--- config.mk ---
export PLATFORM = sky130hd
export DESIGN_NAME = hdlc_tx_framer
export DESIGN_NICKNAME = d
export VERILOG_FILES = /design/src/rtl/hdlc_pkg.sv /design/src/rtl/hdlc_crc16.sv /design/src/rtl/hdlc_tx_framer.sv
export SDC_FILE = /design/constraint.sdc
export NUM_CORES = 1
export LEC_CHECK = 0
export BUFFER_PORTS_ARGS = -buffer_cell sky130_fd_sc_hd__buf_4
export CAP_MARGIN = 20
export CORE_AREA = 2 2 76 78
export CTS_CLUSTER_DIAMETER = 40
export DETAILED_ROUTE_END_ITERATION = 6
export DIE_AREA = 0 0 78 80
export PLACE_DENSITY = 0.68
export SETUP_SLACK_MARGIN = 0.2
export SYNTH_ARGS = -nofsm -noshare
export SYNTH_HDL_FRONTEND = slang
export SYNTH_HIERARCHICAL = 1
export SYNTH_SLANG_ARGS = --single-unit
--- constraint.sdc ---
create_clock -name Clk -period 2.35 [get_ports Clk]
set_clock_uncertainty 0.1 [all_clocks]
set_input_delay 0.47 -clock Clk [delete_from_list [all_inputs] [get_ports Clk]]
set_output_delay 0.47 -clock Clk [all_outputs]
set_load 0.03 [all_outputs]
--- src/rtl/hdlc_pkg.sv ---
// hdlc_pkg: shared types and constants for the HDLC transmit framer.
//   hdlc_state_e : framer FSM states
//   HDLC_FLAG    : opening/closing flag octet
//   CRC16_POLY   : FCS generator polynomial (x^16+x^15+x^2+1)
//   CRC16_INIT   : FCS register value at frame start
package hdlc_pkg;

  localparam int unsigned BYTE_W = 8;
  localparam int unsigned CRC_W  = 16;
  localparam int unsigned CNT_W  = 5;   // counts up to 16: FCS bits plus a trailing-stuff marker
  localparam int unsigned ONES_W = 3;

  localparam logic [BYTE_W-1:0] HDLC_FLAG  = 8'h7E;
  localparam logic [CRC_W-1:0]  CRC16_POLY = 16'h8005;
  localparam logic [CRC_W-1:0]  CRC16_INIT = 16'h0000;
  localparam logic [ONES_W-1:0] STUFF_RUN  = 3'd5;

  typedef enum logic [2:0] {
    IDLE,
    START_FLAG,
    DATA,
    FCS,
    END_FLAG,
    ABORT
  } hdlc_state_e;

endpackage

--- src/rtl/hdlc_crc16.sv ---
// hdlc_crc16: bit-serial CRC-16, MSB-feedback form, one data bit per enabled cycle.
//   Clk, Rst  : clock, async active-high reset
//   i_clear   : reload CRC16_INIT (has priority over i_enable)
//   i_enable  : absorb i_bit this cycle
//   i_bit     : serial data bit in transmit order
//   o_crc     : current CRC register
module hdlc_crc16 import hdlc_pkg::*; (
  input  logic             Clk,
  input  logic             Rst,
  input  logic             i_clear,
  input  logic             i_enable,
  input  logic             i_bit,
  output logic [CRC_W-1:0] o_crc
);

  logic [CRC_W-1:0] r_crc;
  logic             w_fb;

  assign w_fb  = i_bit ^ r_crc[CRC_W-1];
  assign o_crc = r_crc;

  always_ff @(posedge Clk or posedge Rst) begin
    if (Rst) begin
      r_crc <= CRC16_INIT;
    end else if (i_clear) begin
      r_crc <= CRC16_INIT;
    end else if (i_enable) begin
      r_crc <= {r_crc[CRC_W-2:0], 1'b0} ^ (w_fb ? CRC16_POLY : '0);
    end
  end

endmodule

--- src/rtl/hdlc_tx_framer.sv ---
// hdlc_tx_framer: HDLC transmit framer - flag, zero-stuffed data + CRC-16 FCS, flag; abort support.
//   Clk, Rst         : clock, async active-high reset
//   Tx_Enable        : start request (IDLE only, needs Tx_DataAvail)
//   Tx_Data          : show-ahead byte from TX buffer
//   Tx_DataAvail     : TX buffer not empty
//   Tx_AbortFrame    : abort request
//   Tx_RdBuff        : byte consumed this cycle (combinational)
//   Tx               : registered serial line, idle-high
//   Tx_ValidFrame    : frame in progress on Tx
//   Tx_AbortedTrans  : sticky abort flag, cleared on next frame start
//   Tx_Done          : last end-flag bit on Tx
//
// The state/counter registers describe the bit currently on Tx; r_tx is loaded
// with the bit the next-state values will describe, so Tx stays a flop output.
module hdlc_tx_framer import hdlc_pkg::*; (
  input  logic              Clk,
  input  logic              Rst,
  input  logic              Tx_Enable,
  input  logic [BYTE_W-1:0] Tx_Data,
  input  logic              Tx_DataAvail,
  input  logic              Tx_AbortFrame,
  output logic              Tx_RdBuff,
  output logic              Tx,
  output logic              Tx_ValidFrame,
  output logic              Tx_AbortedTrans,
  output logic              Tx_Done
);

  hdlc_state_e       r_state, w_state_nxt;
  logic [CNT_W-1:0]  r_cnt, w_cnt_nxt;
  logic [BYTE_W-1:0] r_shift, w_shift_nxt;
  logic              r_stuff, w_stuff_nxt;   // current bit is an inserted zero
  logic [ONES_W-1:0] r_ones, w_ones_nxt;
  logic              r_tx, r_valid, r_done, r_aborted;

  logic              w_fetch, w_start;
  logic              w_tx_nxt, w_valid_nxt, w_done_nxt, w_aborted_nxt;
  logic              w_crc_clr, w_crc_en, w_crc_nxt0;
  logic [CRC_W-1:0]  w_crc;
  logic [ONES_W-1:0] w_ones_upd;
  logic              w_stuff_due;

  // Run length including the bit now on Tx; a stuff zero resets it naturally.
  assign w_ones_upd  = r_tx ? (r_ones + ONES_W'(1)) : '0;
  assign w_stuff_due = (w_ones_upd == STUFF_RUN);

  hdlc_crc16 u_crc (
    .Clk      (Clk),
    .Rst      (Rst),
    .i_clear  (w_crc_clr),
    .i_enable (w_crc_en),
    .i_bit    (r_tx),
    .o_crc    (w_crc)
  );

  // State and output registers
  always_ff @(posedge Clk or posedge Rst) begin
    if (Rst) begin
      r_state   <= IDLE;
      r_cnt     <= '0;
      r_shift   <= '0;
      r_stuff   <= 1'b0;
      r_ones    <= '0;
      r_tx      <= 1'b1;
      r_valid   <= 1'b0;
      r_done    <= 1'b0;
      r_aborted <= 1'b0;
    end else begin
      r_state   <= w_state_nxt;
      r_cnt     <= w_cnt_nxt;
      r_shift   <= w_shift_nxt;
      r_stuff   <= w_stuff_nxt;
      r_ones    <= w_ones_nxt;
      r_tx      <= w_tx_nxt;
      r_valid   <= w_valid_nxt;
      r_done    <= w_done_nxt;
      r_aborted <= w_aborted_nxt;
    end
  end

  // Next-state and datapath sequencing
  always_comb begin
    w_state_nxt = r_state;
    w_cnt_nxt   = r_cnt;
    w_shift_nxt = r_shift;
    w_stuff_nxt = 1'b0;
    w_ones_nxt  = r_ones;
    w_fetch     = 1'b0;
    w_start     = 1'b0;
    case (r_state)
      IDLE: begin
        if (Tx_Enable && Tx_DataAvail) begin
          w_start     = 1'b1;
          w_state_nxt = START_FLAG;
          w_cnt_nxt   = '0;
          w_ones_nxt  = '0;
        end
      end
      START_FLAG: begin
        if (Tx_AbortFrame) begin
          w_state_nxt = ABORT;
          w_cnt_nxt   = '0;
        end else if (r_cnt == CNT_W'(7)) begin
          w_cnt_nxt = '0;
          if (Tx_DataAvail) begin
            w_fetch     = 1'b1;
            w_state_nxt = DATA;
            w_shift_nxt = Tx_Data;
          end else begin
            w_state_nxt = FCS;
          end
        end else begin
          w_cnt_nxt = r_cnt + CNT_W'(1);
        end
      end
      DATA: begin
        if (Tx_AbortFrame) begin
          w_state_nxt = ABORT;
          w_cnt_nxt   = '0;
        end else if (r_stuff) begin
          w_ones_nxt = '0;           // shift stalls for the inserted zero
        end else begin
          w_ones_nxt  = w_ones_upd;
          w_stuff_nxt = w_stuff_due;
          w_shift_nxt = r_shift >> 1;
          if (r_cnt == CNT_W'(7)) begin
            w_cnt_nxt = '0;
            if (Tx_DataAvail) begin
              w_fetch     = 1'b1;
              w_shift_nxt = Tx_Data;
            end else begin
              w_state_nxt = FCS;
            end
          end else begin
            w_cnt_nxt = r_cnt + CNT_W'(1);
          end
        end
      end
      FCS: begin
        if (Tx_AbortFrame) begin
          w_state_nxt = ABORT;
          w_cnt_nxt   = '0;
        end else if (r_stuff) begin
          w_ones_nxt = '0;
          // cnt==16 marks a stuff bit that follows the last FCS bit
          if (r_cnt == CNT_W'(16)) begin
            w_state_nxt = END_FLAG;
            w_cnt_nxt   = '0;
          end
        end else begin
          w_ones_nxt  = w_ones_upd;
          w_stuff_nxt = w_stuff_due;
          if (r_cnt == CNT_W'(15)) begin
            if (w_stuff_due) begin
              w_cnt_nxt = CNT_W'(16);
            end else begin
              w_state_nxt = END_FLAG;
              w_cnt_nxt   = '0;
            end
          end else begin
            w_cnt_nxt = r_cnt + CNT_W'(1);
          end
        end
      end
      END_FLAG, ABORT: begin
        if (r_cnt == CNT_W'(7)) begin
          w_state_nxt = IDLE;
          w_cnt_nxt   = '0;
        end else begin
          w_cnt_nxt = r_cnt + CNT_W'(1);
        end
      end
      default: begin
        w_state_nxt = IDLE;
        w_cnt_nxt   = '0;
      end
    endcase
  end

  // Outputs: buffer read, CRC control and the next bit for the Tx flop
  always_comb begin
    Tx_RdBuff = w_fetch;
    w_crc_clr = w_start;
    w_crc_en  = (r_state == DATA) && !r_stuff;
    // FCS bit 0 may be needed in the same cycle the last data bit is absorbed
    w_crc_nxt0 = w_crc_en ? (r_tx ^ w_crc[CRC_W-1]) : w_crc[0];
    w_tx_nxt   = 1'b1;
    case (w_state_nxt)
      START_FLAG, END_FLAG: w_tx_nxt = HDLC_FLAG[w_cnt_nxt[2:0]];
      DATA:                 w_tx_nxt = w_stuff_nxt ? 1'b0 : w_shift_nxt[0];
      FCS: begin
        if (w_stuff_nxt)
          w_tx_nxt = 1'b0;
        else if (w_cnt_nxt == '0)
          w_tx_nxt = w_crc_nxt0;
        else
          w_tx_nxt = w_crc[w_cnt_nxt[3:0]];
      end
      ABORT:                w_tx_nxt = (w_cnt_nxt != '0);
      default:              w_tx_nxt = 1'b1;
    endcase
    w_valid_nxt   = (w_state_nxt != IDLE);
    w_done_nxt    = (w_state_nxt == END_FLAG) && (w_cnt_nxt == CNT_W'(7));
    w_aborted_nxt = w_start ? 1'b0
                  : (r_aborted || ((w_state_nxt == ABORT) && (r_state != ABORT)));
  end

  assign Tx              = r_tx;
  assign Tx_ValidFrame   = r_valid;
  assign Tx_AbortedTrans = r_aborted;
  assign Tx_Done         = r_done;

endmodule

* Yosys cells after proc, flatten, opt, wreduce, memory -nomap -nowiden
Memories as Yosys holds them, arrays and structs flattened.
Cells that the tools add are included.
** Storage, ports and cells
- Register bits after elaboration :: 40
- Memories kept :: 1
- Logic and storage cells :: 121
- Output and inout bits :: 5
- ROM bits :: 8
** Cells by class
- Magnitude comparators :: 2
- Reductions and logical operators :: 18
- Multiplexer cells :: 62
- Add/sub/neg operators :: 2
- Bitwise logic cells :: 2
- Equal/unequal tests :: 23
** Memories
- (name not given) :: words 8, bits a word 1, read ports 1, clocked after memory_dff 0, wr ports 0, RTL line hdlc_tx_framer.sv:189 : START_FLAG, END_FLAG: w_tx_nxt = HDLC_FLAG[w_cnt_nxt[2:0]];
** Operators by type and width (count)
- 8-bit two-way mux :: 7
- 3-bit two-way mux :: 17
- 5-bit two-way mux :: 10
- 16-bit two-way mux :: 3
- 5-bit one-hot mux with 5 select lines :: 1
- 1-bit two-way mux :: 18
- 8-bit one-hot mux with 2 select lines :: 1
- 16-bit XOR :: 1
- 3-bit == test (second input constant) :: 5
- 3-bit one-hot mux with 5 select lines :: 1
- 2-bit inequality test (second input constant) :: 7
- 3-bit by 2-bit == test with 1-bit output (second input constant) :: 4
- 5-bit by 3-bit == test with 1-bit output (second input constant) :: 2
- 3-bit by 1-bit == test with 1-bit output (second input constant) :: 2
- 3-bit one-hot mux with 2 select lines :: 1
- 6-bit AND reduction :: 1
- 2-bit nonzero test :: 3
- 2-bit OR reduction :: 3
- 5-bit by 1-bit adder with 5-bit output (second input constant) :: 1
- 5-bit by 4-bit == test with 1-bit output (second input constant) :: 1
- 5-bit == test (second input constant) :: 1
- 5-bit zero test :: 1
- 4-bit by 5-bit less-than comparator with 1-bit output (second input constant) :: 1
- 5-bit nonzero test :: 1
- other kinds (13) :: 16

* Logic depth before layout (Yosys ltp)
Gate-level depths: netlist of run 1.
- Word-level depth :: 13
- Mapped depth :: 12

* Cells and area by module
Netlist of run 1, hierarchy kept.
** By module, submodules not included
- hdlc_tx_framer :: cells each 219, area an instance 1891.8 µm², instances 1, sequential area each 601.8 µm²
- hdlc_crc16 :: cells each 60, area an instance 700.7 µm², instances 1, sequential area each 400.4 µm²

* Worst setup path before layout of run 1
OpenSTA, ideal clock, no wires.
- Path kind :: flip-flop to flip-flop
- Start :: register r_cnt[0]
- End :: register r_tx, in the netlist Tx
- Setup time :: 0.088 ns
- Arrival time :: 2.418 ns
- Path slack :: -0.256 ns
- Required time :: 2.162 ns
- Stages on the path, launching flop included :: 12
- Path buffers :: 1
- Period minus slack after synthesis :: 2.606 ns
- Path through :: dfrtp_1 > ha_1 > and3_1 > ha_1 > nor3_1 > o31ai_2 > and2_4 > buf_6 > a2111o_1 > nand3_1 > a32o_1 > o211ai_2
** Between the ends
- Word-level cells in the longest chain between the ends :: 10
** RTL lines
- start, declared :: RTL line hdlc_tx_framer.sv:30 : logic [CNT_W-1:0] r_cnt, w_cnt_nxt;
- start signal, assigned :: RTL line hdlc_tx_framer.sv:70 : r_cnt <= w_cnt_nxt;
- 5-bit by 1-bit adder with 5-bit output, or another cell as far along
- 5-bit two-way mux, on equally long branches
- 5-bit two-way mux, on equally long branches :: RTL line hdlc_tx_framer.sv:143, hdlc_tx_framer.sv:120
- 5-bit two-way mux, on equally long branches :: RTL line hdlc_tx_framer.sv:140, hdlc_tx_framer.sv:117
- 5-bit one-hot mux with 5 select lines :: RTL line hdlc_tx_framer.sv:90 : case (r_state)
- 1-bit binary-select mux with 4-bit select :: RTL line hdlc_tx_framer.sv:197 : w_tx_nxt = w_crc[w_cnt_nxt[3:0]];
- 1-bit two-way mux (implied by the code) :: RTL line hdlc_tx_framer.sv:197
- 1-bit two-way mux :: RTL line hdlc_tx_framer.sv:194 : else if (w_cnt_nxt == '0)
- 1-bit two-way mux :: RTL line hdlc_tx_framer.sv:192 : if (w_stuff_nxt)
- 1-bit one-hot mux with 4 select lines (*) :: RTL line hdlc_tx_framer.sv:188 : case (w_state_nxt)
- via w_tx_nxt :: RTL line hdlc_tx_framer.sv:37 : logic w_tx_nxt, w_valid_nxt, w_done_nxt, w_aborted_nxt;
- end signal, assigned :: RTL line hdlc_tx_framer.sv:74 : r_tx <= w_tx_nxt;
- end, declared :: RTL line hdlc_tx_framer.sv:34 : logic r_tx, r_valid, r_done, r_aborted;
Mark *: on every way through the listed nets, which the timed path passes. The rest lies on a longest branch. The select of a mux whose other input is x is not followed.
A chain may end at the register's enable or synchronous reset.

* Worst setup path in the final report of run 1
- Start :: register r_cnt[0]
- End :: register r_tx, in the netlist Tx
** Between the ends
- Word-level cells in the longest chain between the ends :: 10
** RTL lines (RTL line)
- 5-bit by 1-bit adder with 5-bit output, or another cell as far along
- 5-bit two-way mux, on equally long branches
- 5-bit two-way mux, on equally long branches :: hdlc_tx_framer.sv:143, hdlc_tx_framer.sv:120
- 5-bit two-way mux, on equally long branches :: hdlc_tx_framer.sv:140, hdlc_tx_framer.sv:117
- 5-bit one-hot mux with 5 select lines (*) :: hdlc_tx_framer.sv:90
- via w_cnt_nxt[2] :: hdlc_tx_framer.sv:30
- 1-bit binary-select mux with 4-bit select :: hdlc_tx_framer.sv:197
- 1-bit two-way mux (implied by the code) :: hdlc_tx_framer.sv:197
- 1-bit two-way mux :: hdlc_tx_framer.sv:194
- 1-bit two-way mux :: hdlc_tx_framer.sv:192
- 1-bit one-hot mux with 4 select lines (*) :: hdlc_tx_framer.sv:188
- via w_tx_nxt :: hdlc_tx_framer.sv:37
Marks and branches as above.

==> results list, run 1 <==
- After layout, the worst setup slack is -0.176 ns.
- Reg power frac: 27.7%
- STA puts the critical path data arrival time at 2.66 ns.
- The sequential cells in the finished layout cover a total of 0.00100 mm^2.
- Synth area leaders: dfrtp_1 38%, mux2i_1 6.6%, nor2_1 4.2%
* Synth-to-layout area growth: 31.6%
* Cts-stage hold buffer count: 0
* Internal power: 2420 uW
- Standard cell core area: 0.00541 mm^2
* Placed Cells: 408
- Summing over every cut layer, the via total after detailed routing is 2288.
* Fraction of final layout cells with drive strength greater than 1: 35.5%
- Data required time at the worst endpoint: 2.48 ns
* GRT Resource Usage Total: 22.3%
- In the routed design, unresolved DRC markers number 0.
- Of the total power, the share spent switching nets is 39.5%.
- Once the floorplan was initialized, standard cells occupied 48.0% of the core.
- Number of rows created at floorplan: 27
- Across the VDD grid, the largest voltage drop is 0.693 mV.
- Counting flops and latches in the post-synthesis netlist gives 40.
- Of all nets on the critical path, the largest fanout is 7.
* Clock power share: 14.2%
* Mapped Area: 0.00259 mm^2
- Root buffer cell: clkbuf_8
- Number of max-slew violations in the final report: 0
- Final non-filler cell total: 421
* Drt pass-1 iters: 4
* Wirelength per Cell: 15.5 um
* Overflow left after global routing: 0
- Buffers placed on the I/O ports in this run total 17.
* Diode insertion count for antenna repair: 0
* Tot Pwr: 4000 uW
- In this run the vertical extent of the chip is 80 um.
- The via count of the first global-routing pass is 2257.
- The number of clock buffers added by TritonCTS is 5.
* Routed wire length: 6.54 mm
* Clock Pin Slew Worst Setup and Hold Paths: 0.09 ns
- STA classifies the critical path startpoint as a flop.
* Largest area contributor in the netlist: dfrtp_1
- Transition at the pin with the smallest max-transition slack: 0.751 ns
- Summed over all failing endpoints, the final setup total negative slack is -0.234 ns.
- Yosys mapped a number of flops with a built-in enable equal to 0.
* First-pass GRT wire length: 11.0 mm
- CTS built an H-tree with a depth of 2.
- Chip width: 78 um
- Area of the die: 0.00624 mm^2
* Worst setup path class: reg -> reg
- The number of nets in the synthesized netlist is 296.
* IO Pins: 18
- Multi-input gate area in the final layout: 0.00152 mm^2
- After the last flow step, the layout net total stands at 365.
* Violation count after the first detailed-routing iteration: 133
- The HPWL after detailed placement is 4.90 mm.
- After synthesis, the share of flip-flops with an asynchronous set or reset is 100%.
* FILL cells: 471
- Max-cap violations in this run came to 0.
* Yosys warnings: 6
* Sequential element share of the synthesized area: 38.7%
* Final Setup Violations: 2
- The final critical path takes up 107% of the cycle.
* Maximum number of pins on one net before global-route repair: 21
- A synthesized cell averages 9.29 um^2.
* Failing checks: negative setup slack
- The worst pin sits at a relative slew slack of 49.9%.
* Maximum clock frequency: 0.396 GHz
- Reg-to-reg setup timing slack: -0.18 ns
- The longest clock path from root to sink contains 2 buffers.
* Power Dens Cells: 1170 mW/mm^2
* Net load switching power: 1580 uW
- Leakage power figure: 0.00153 uW
- TritonCTS clock tree: done
- The initial antenna violation count came to 0.
- Routed vias/inst: 5.43
- Class of the worst hold path: in -> async
- Distinct cells, synth: 69
- Mapped Cells: 279
* Later-pin clock latency in the skew report: 0.30 ns
* Post-route ant nets: 0
- Combinational share of power: 58.1%
- The worst path in the final design needs a cycle of 2.53 ns, including I/O delays and setup.
- Run status: finished, violations left
* Worst setup EP type: flop
- Total clock sinks: 40
- In this run the biggest area consumer among cell types represents 37.6% of the synthesized area.
- The most used flip-flop cell after synthesis is dfrtp_1.
* Number of failing hold endpoints at the final stage: 0
* Routability Congestion: 0.927
- RSZ-0062 raised after global routing: true
## cells in the mapped netlist (3+ instances only)
library cell,instances
a22oi_1,8
buf_2,6
mux2i_1,17
and3_1,3
buf_6,3
a21oi_1,12
a211oi_1,4
buf_4,4
o21ai_0,12
nor2_1,29
nor2b_1,5
nand2_1,27
nand2b_1,5
nor3_1,3
a211oi_2,3
xnor2_1,3
inv_1,17
ha_1,4
o2111ai_1,3
nand3_1,12
dfrtp_1,39
## cells by family after synthesis
logic type                 after synthesis  synth area share [%]
DFF                                     40                  38.7
buffers and inverters                   34                  7.48
muxes                                   18                  7.00
AOI/OAI and AO/OA                       73                  21.3
adders and majority gates                4                  1.93
xor gates and xnor gates                 5                  1.69
and+or+nand+nor                        105                  22.0
## per-stage QoR
stage	hold WS [ns]	worst slack, ns	area [um^2]	util [%]
6_report	0.143	-0.176	3410	63.1
5_1_grt	0.207	-0.306	3410	63.1
4_1_cts	0.153	-0.160	3400	62.8
3_5_place_dp	0.365	-0.219	3200	59.1
3_3_place_gp	0.358	-0.243	3200	59.1
2_1_floorplan	0.284	-0.103	2660	-
## placed cells by master, fill, tap and decap left out, types with 2 or more instances in the layout
cell type	synthesis	layout
o21ai_2	1	2
inv_1	17	17
a211oi_1	4	2
nand2b_1	5	5
a2111o_1	2	2
a21boi_0	2	2
nor2_1	29	28
dfrtp_2	0	2
a211oi_2	3	4
nor3_1	3	2
and3_4	0	2
xor2_1	2	2
a21o_1	2	2
o21ai_1	1	2
o2111ai_1	3	3
ha_1	4	2
nor3_4	0	2
nand3_1	12	12
o21ai_0	12	10
ha_4	0	2
a22oi_1	8	8
xnor2_1	3	3
a21oi_1	12	11
dfrtp_1	39	37
clkbuf_8	0	5
nor2b_1	5	4
buf_6	3	3
nand2_1	27	26
buf_4	4	74
mux2i_1	17	17
o22ai_1	2	2
or2_2	2	2
## metal layers
layer / vias up / track usage (%) / part of all wire [%]
met4: 0 / 5.96 / 0.92
li1: 1147 / - / -
met3: 6 / 2.83 / 3.3
met2: 45 / 37.7 / 49
met5: - / 0 / 0
met1: 1090 / 30.5 / 47
## power groups by stage
| stage | registers (uW) | clock network [uW] | logic, uW |
|---|---|---|---|
| CTS | 1100 | 584 | 2280 |
| detailed placement | 1120 | 0 | 2170 |
| global placement | 1110 | 0 | 2150 |
| floorplan | 1120 | 0 | 1370 |
| global route | 1130 | 605 | 2530 |
| finish | 1110 | 570 | 2320 |
## cell type report
type,instances,share of cell area (%)
multi-input cells,205,44.6
inverters,19,2.71
flip-flops and latches,40,29.4
well taps,72,2.64
clock buffers,5,2.02
repair buffers,77,17.3
clock inverters,3,1.36
## critical path: stages (launching register included)
cell and delay, ns:
dfrtp_2 0.43, ha_4 0.17, and3_4 0.18, ha_4 0.17, a211o_1 0.27, a21oi_2 0.15, a31oi_2 0.10, a41oi_2 0.19
buf_6 0.16, and3_4 0.18, o22ai_1 0.06, o21ai_1 0.18, o211ai_2 0.11
## flip-flops by register name, summed over array words and instances (netlist names)
register         count
u_crc/o_crc         16
r_shift              8
r_cnt                5
r_ones               3
r_state              3
Tx                   1
Tx_AbortedTrans      1
Tx_Done              1
Tx_ValidFrame        1
r_stuff              1
## worst paths after layout
check | start | end | cells after the start
setup / recovery | r_cnt[0] | Tx | 12
hold / removal | Rst | u_crc/o_crc[8] | 2
setup reg to reg | r_cnt[0] | Tx | 12
hold reg to reg | r_shift[5] | r_shift[5] | 2
max in group asynchronous | Rst | r_ones[1] | 3
min in group Clk | Tx_Data[1] | r_shift[1] | 3
## what timing repair did
action	CTS	global route
buffers inserted	5	0
gates resized for setup	13	5
pin swaps	7	1
setup endpoints to repair	29	30
hold endpoints to repair	0	0
Note: power is estimated with default switching activity, not from simulation.
==> inputs of run 2 (changes only) <==
==> constraint.sdc (replaced) <==
create_clock -name Clk -period 2.35 [get_ports Clk]
set_clock_uncertainty 0.1 [all_clocks]
set_input_delay 0.705 -clock Clk [delete_from_list [all_inputs] [get_ports Clk]]
set_output_delay 0.705 -clock Clk [all_outputs]
set_load 0.03 [all_outputs]
==> run 2 against run 1 <==
  * The flow still finishes with violations (negative setup slack)
  * Cell count increased by 2.9%
  * Combinational power is 15% higher
  * Count of clock-buffer cells in the layout is 2 higher
  * Register-to-register slack worse by 0.04 ns
  * Maximum frequency decreased by 2.7%
  * First-iteration DRC count decreased by 26%
  * Critical endpoint is now Tx_RdBuff
==> results list, run 2 (synthesis results as in run 1) <==
* Run status: finished, violations left
- The checks that failed: negative setup slack.
* Data required time at the worst endpoint: 1.54 ns
- Commonest non-fill, non-tap cells in the layout: 67 x buf_4, 37 x dfrtp_1, 27 x nor2_1, 26 x nand2_1, 22 x buf_6
- Post-layout net count: 377
- The floorplan step defined a die boundary enclosing 0.00624 mm^2.
- Largest incremental delay on the critical path: 0.41 ns
* TritonCTS clock tree: done
* Critical path buffer and inverter count: 3
- Based on the critical path, the design can be clocked at up to 0.385 GHz.
* Number of global-route vias before repair: 2327
- Summing all multi-input logic gate instances after layout gives 0.00161 mm^2.
* Cell Chain, Critical Path: ha_4 -> buf_6 -> and4bb_2 -> buf_6 -> nand2_4 -> a211oi_4 -> buf_6
- IR analysis of the VDD net gives a maximum drop of 0.915 mV.
- Routed wire length: 7.03 mm
- Post-route minimum period: 2.60 ns
- Sequential cell area: 0.00100 mm^2
- Setup TNS: -0.471 ns
- Slowest stage cell on the critical path: dfrtp_1
- Once detail routing completed, the nets flagged for antenna violations numbered 0.
- Global routing finished with a remaining overflow of 0.
- The count of final max-slew check failures was 0.
* Area of all placed cells without fillers: 0.00368 mm^2
- Chip width: 78 um
* Vias after detailed routing: 2390
- Least setup slack across all paths after layout: -0.245 ns
- Cts-stage hold buffer count: 0
- The library cell used most frequently in the layout, excluding fill and tap cells, is buf_4.
- STA classifies the critical path startpoint as a flop.
* Routability Congestion: 0.919
- After detailed routing, the average wire length per cell comes to 16.2 um.
* Tot Pwr: 4380 uW
* Later-pin clock latency in the skew report: 0.29 ns
* Transition at the pin with the smallest max-transition slack: 0.624 ns
- Setup slack at placement: -0.284 ns
- Clock-pin slew was measured on the worst setup and hold paths at 0.07 ns.
- The cell that appears most often on the critical path is buf_6.
* Class of the worst hold path: in -> async
* Max-cap viol count: 0
- Number of buffers added by the clock tree synthesis step: 5
* Drt pass-1 iters: 5
- Clock tree synthesis selected as its root buffer the cell clkbuf_8.
- In the final layout, the share of cells above drive strength 1 is 42.4%.
* Placement-stage cell area: 0.00323 mm^2
* Fin crit share: 110%
- The critical path is of the reg -> out type.
- IO Pins: 18
- Max transition margin: 58.4%
- For this design the static power due to leakage is 0.00163 uW.
* Post-detail-place hpwl: 5.15 mm
- For this design, the sink count on the clock tree is 40.
* Largest driver fanout on the critical path: 3
* GRT Resource Usage Total: 23.2%
* FILL cells: 415
* Buffer levels on the longest clock path: 2
- Initial core utilization: 48.0%
* Placed Cells: 413
- Reg-to-reg setup timing slack: -0.22 ns
- After the first detailed-routing iteration, the DRC count stood at 99.
* Diode insertion count for antenna repair: 0
- Power Dens Cells: 1190 mW/mm^2
- Setup violations remaining at the end of the flow were counted as 3.
* R2R depth: 12
* Synth-to-layout area growth: 42.0%
- The region available for standard cell placement spans 0.00541 mm^2.
* Critical Path AT: 1.79 ns
- Among cell families on the critical path, the largest total delay comes from flip-flops.
- The initial antenna violation count was 0.
- The startpoint identified for the worst register-to-register timing path is r_cnt[1].
- Flip-flop count of the largest register after layout: 16
- Setup repair after global routing could not meet its margin everywhere.
* Routed vias/inst: 5.52
* FF-to-FF End: Tx
* Die height: 80 um
- First-pass GRT wire length: 11.3 mm
* H-tree level count: 2
- Final non-filler cell total: 433
- Entering global routing, the biggest net connects 25 pins.
- For this run, design rule violations remaining after detail routing come to 0.
- Number of failing hold endpoints at the final stage: 0
- The floorplan has 27 rows.
- Worst setup EP type: primary output
* Quantity of I/O buffers inserted on ports: 17
run 2: cell count changes in the layout (fill, tap and decap cells not counted), sizes merged:
cell | before | now
inv | 19 | 18
clkinvlp | 1 | 0
clkbuf | 5 | 7
buf | 77 | 89
run 2: how the worst max path moves through the flow:
stage	start	end	slack, ns	cells after the start
after global routing	r_cnt[0]	Tx	-0.31	12
after detailed placement	Tx_AbortFrame	Tx	-0.28	9
final	r_cnt[1]	Tx_RdBuff	-0.25	7
after floorplan	r_cnt[0]	Tx	-0.13	11
after CTS	r_cnt[0]	Tx_RdBuff	-0.22	7
after global placement	Tx_Enable	Tx	-0.29	9
run 2: through the flow:
| stage | hold slack, ns | util (%) |
|---|---|---|
| after global routing | 0.389 | 68.1 |
| after global placement | 0.360 | 59.8 |
| after CTS | 0.376 | 65.2 |
| final | 0.360 | 68.1 |
| after detailed placement | 0.366 | 59.8 |
| after floorplan | 0.347 | - |
run 2: tightest hold or removal path, cell delays in order:
cell	delay, ns
buf_4	0.11
inv_1	0.04
buf_4	0.29
run 2: routing by layer:
metal	share of wire (%)	routed length [um]	vias up	GRT usage, %
met4	4.0	284	0	10.4
met5	0	0	-	0
li1	-	-	1164	-
met3	2.9	205	23	3.51
met1	44	3080	1140	29.0
met2	49	3460	63	39.7
run 2: report_power, final:
group | switching [uW] | internal [uW] | leakage (uW)
Combinational | 1290 | 1390 | 0.00104
Clock | 230 | 374 | 0.0000645
Sequential | 191 | 911 | 0.000526
run 2: what timing repair did:
item                       CTS  global route
setup buffers                7             5
setup endpoints to repair   13            27
pin swaps                    8            12
resized for setup           27            36
run 2: final cells by class:
cell class | count | area share [%]
Sequential cell | 40 | 27.3
Clock buffer | 7 | 2.62
Clock inverter | 1 | 0.815
Timing Repair Buffer | 89 | 20.4
Inverter | 19 | 2.65
Multi-Input combinational cell | 205 | 43.8
Tap cell | 72 | 2.45
==> inputs of run 3 (changes only) <==
Settings changed: CORE_AREA 2 2 76 78 to 2 2 105 107, DIE_AREA 0 0 78 80 to 0 0 107 109, PLACE_DENSITY 0.68 to unset.
==> run 3 against run 2 <==
  * The run still ends with negative setup slack left
  * Maximum frequency is 0.88% lower
  * Flip-flop and latch count stayed put
  * Global-route usage is 11 points lower
  * Count of clock-buffer cells in the layout stayed put
  * Core utilization is 33 points lower
  * First-iteration DRC count is 5.1% higher
  * Sequential power hardly changed
  * Combinational power is 5% lower
  * Critical path type is now reg -> reg
==> results list, run 3 (synthesis results as in run 1) <==
* Run status: finished, violations left
- Failing checks: negative setup slack
- Post-route minimum period: 2.62 ns
- Clock latency on the worst-skew pair, taken at its later pin, is 0.30 ns.
- Cell occurring most often along the worst timing path: ha_4
- In the final design database the tool counted 377 nets.
* Number of failing hold endpoints at the final stage: 0
- Global routing consumed, over all layers together, 12.1% of the routing resources.
- Largest driver fanout on the critical path: 6
- The register with the most flip-flops in the layout has 16 of them.
* Net load switching power: 1670 uW
- H-tree level count: 2
- For the worst setup path, the data required time is 2.47 ns.
- In this run the horizontal extent of the chip is 107 um.
* Routed wire length: 6.89 mm
* Maximum number of pins on one net before global-route repair: 25
- Once placement finished, the instance area stood at 0.00334 mm^2.
- Counting the fill cells in the layout gives 1036.
- Root buffer cell: clkbuf_8
* Buffer levels on the longest clock path: 2
* Cts-stage hold buffer count: 0
* Post-detail-place hpwl: 5.20 mm
* Area of the die: 0.0117 mm^2
* DRC violations left: 0
- Critical path buffer and inverter count: 1
- In this run the tool buffered the top-level ports with 17 buffer cells.
* Cell Chain, Critical Path: ha_4 -> and3_4 -> ha_4 -> or3_4 -> a31o_4 -> o311ai_4 -> buf_6 -> nand3_2 -> a21o_1 -> a32o_2 -> o211ai_2
* Share of total power consumed by net switching: 39.2%
* Most frequent standard cell in the layout excluding fill and tap cells: buf_4
- Routability Congestion: 0.889
- Startpoint of the lowest-slack register-to-register path: r_cnt[0]
* FF-to-FF End: Tx
* Standard cell core area: 0.0106 mm^2
- TritonCTS built the clock tree.
- RSZ-0062 raised after global routing: true
- 18 I/O pins were placed.
- Maximum clock frequency: 0.382 GHz
* Commonest non-fill, non-tap cells in the layout: 76 x buf_4, 35 x dfrtp_1, 28 x nor2_1, 26 x nand2_1
* Die height: 109 um
- Drt pass-1 iters: 4
- The initial antenna violation count was 0.
* Diode insertion count for antenna repair: 0
- After floorplanning, the core was divided into 38 placement rows.
- Leakage power figure: 0.00164 uW
* Clock power share: 14.5%
- R2R depth: 11
* Largest incremental delay on the critical path: 0.43 ns
- Max transition margin: 58.9%
- Worst setup path class: reg -> reg
* Wirelength per Cell: 13.7 um
- Summing internal, switching and leakage power gives 4270 uW.
* Kind of cell adding the most delay to the critical path: compound AO/OA/AOI/OAI gates
- Critical Path AT: 2.74 ns
- The count of final max-slew check failures came to 0.
- Fin crit share: 111%
- Cells fill 35.3% of the core in the end.
- TritonCTS created 5 clock buffers.
* Number of global-route vias before repair: 2346
* Overflow left after global routing: 0
- Reg-to-reg setup timing slack: -0.27 ns
- Post-route ant nets: 0
- Slowest stage cell on the critical path: dfrtp_2
* Routed vias/inst: 4.75
- Transition at the pin with the smallest max-transition slack: 0.616 ns
- Internal power comes to 2600 uW.
- Violation count after the first detailed-routing iteration: 104
- The post-route netlist has 40.7% of its cells at a drive strength greater than 1.
* Max-cap viol count: 0
- STA classifies the critical path endpoint as a flop.
- Clock-pin slew was measured on the worst setup and hold paths at 0.08 ns.
* Vias after detailed routing: 2378
- Setup slack on the critical path of the routed design comes to -0.268 ns.
- First-pass GRT wire length: 11.2 mm
- Power Dens Cells: 1140 mW/mm^2
- Sequential cells burn 25.9% of the power.
- Final Setup Violations: 3
* Area of all placed cells without fillers: 0.00374 mm^2
- Total clock sinks: 40
- In this run, the combinational gates consume 59.5% of the power.
- Class of the worst hold path: in -> async
- Initial core utilization: 24.5%
* IR Drop Worst-Case VDD: 0.435 mV
* Worst hold margin: 0.369 ns
* Launching element type of the critical path: flop
- From synthesis to final layout, the design area changed by 44.3%.
run 3: cell counts in the layout (fill, tap and decap cells not counted):
No cell type changed its count.
run 3: final cells by class:
| class | instances | area, um^2 | share of cell area, % |
|---|---|---|---|
| clock buffers | 7 | 96.3 | 2.58 |
| clock inverters | 1 | 30.0 | 0.803 |
| inverters | 19 | 92.6 | 2.48 |
| multi-input cells | 205 | 1600 | 42.9 |
| flip-flops and latches | 40 | 1010 | 26.9 |
| well taps | 140 | 175 | 4.68 |
| repair buffers | 89 | 734 | 19.6 |
run 3: worst max-delay path by stage:
| stage | startpoint | to | cells past startpoint |
|---|---|---|---|
| 3_5_place_dp | Tx_AbortFrame | Tx | 10 |
| 3_3_place_gp | Tx_AbortFrame | Tx | 10 |
| 6_report | r_cnt[0] | Tx | 11 |
| 2_1_floorplan | r_cnt[0] | Tx | 11 |
| 5_1_grt | r_cnt[0] | Tx | 13 |
| 4_1_cts | r_cnt[0] | Tx | 11 |
run 3: metal layers:
layer  vias up  GRT usage (%)  routed length, um
li1       1169              -                  -
met3        10           2.39                262
met1      1148           15.0               3070
met5         -              0                  0
met4         0           5.29                160
met2        51           20.6               3390
run 3: stage by stage:
stage | setup TNS, ns | setup slack (ns) | std cells
finish | -0.558 | -0.268 | 501
CTS | -0.391 | -0.204 | 498
global route | -0.771 | -0.362 | 501
detailed placement | -0.534 | -0.332 | 481
floorplan | -0.253 | -0.128 | 279
global placement | -0.514 | -0.318 | 481
run 3: power groups by stage:
stage	registers, uW	clock network (uW)	logic, uW
5_1_grt	1130	665	2760
2_1_floorplan	1120	0	1370
4_1_cts	1100	638	2410
3_5_place_dp	1110	0	2120
3_3_place_gp	1110	0	2090
6_report	1110	621	2540
run 3: worst reg2reg max path, stage by stage (launching register included):
cell and delay (ns):
dfrtp_2 0.43, ha_4 0.17, and3_4 0.18, ha_4 0.18, or3_4 0.36, a31o_4 0.25, o311ai_4 0.07, buf_6 0.16
nand3_2 0.07, a21o_1 0.18, a32o_2 0.24, o211ai_2 0.15
run 3: repair_timing:
item,4_1_cts,5_1_grt
endpoints found under the hold margin,0,0
pin swaps,8,14
endpoints found under the setup margin,10,12
gates resized for setup,27,15
setup buffers,9,3
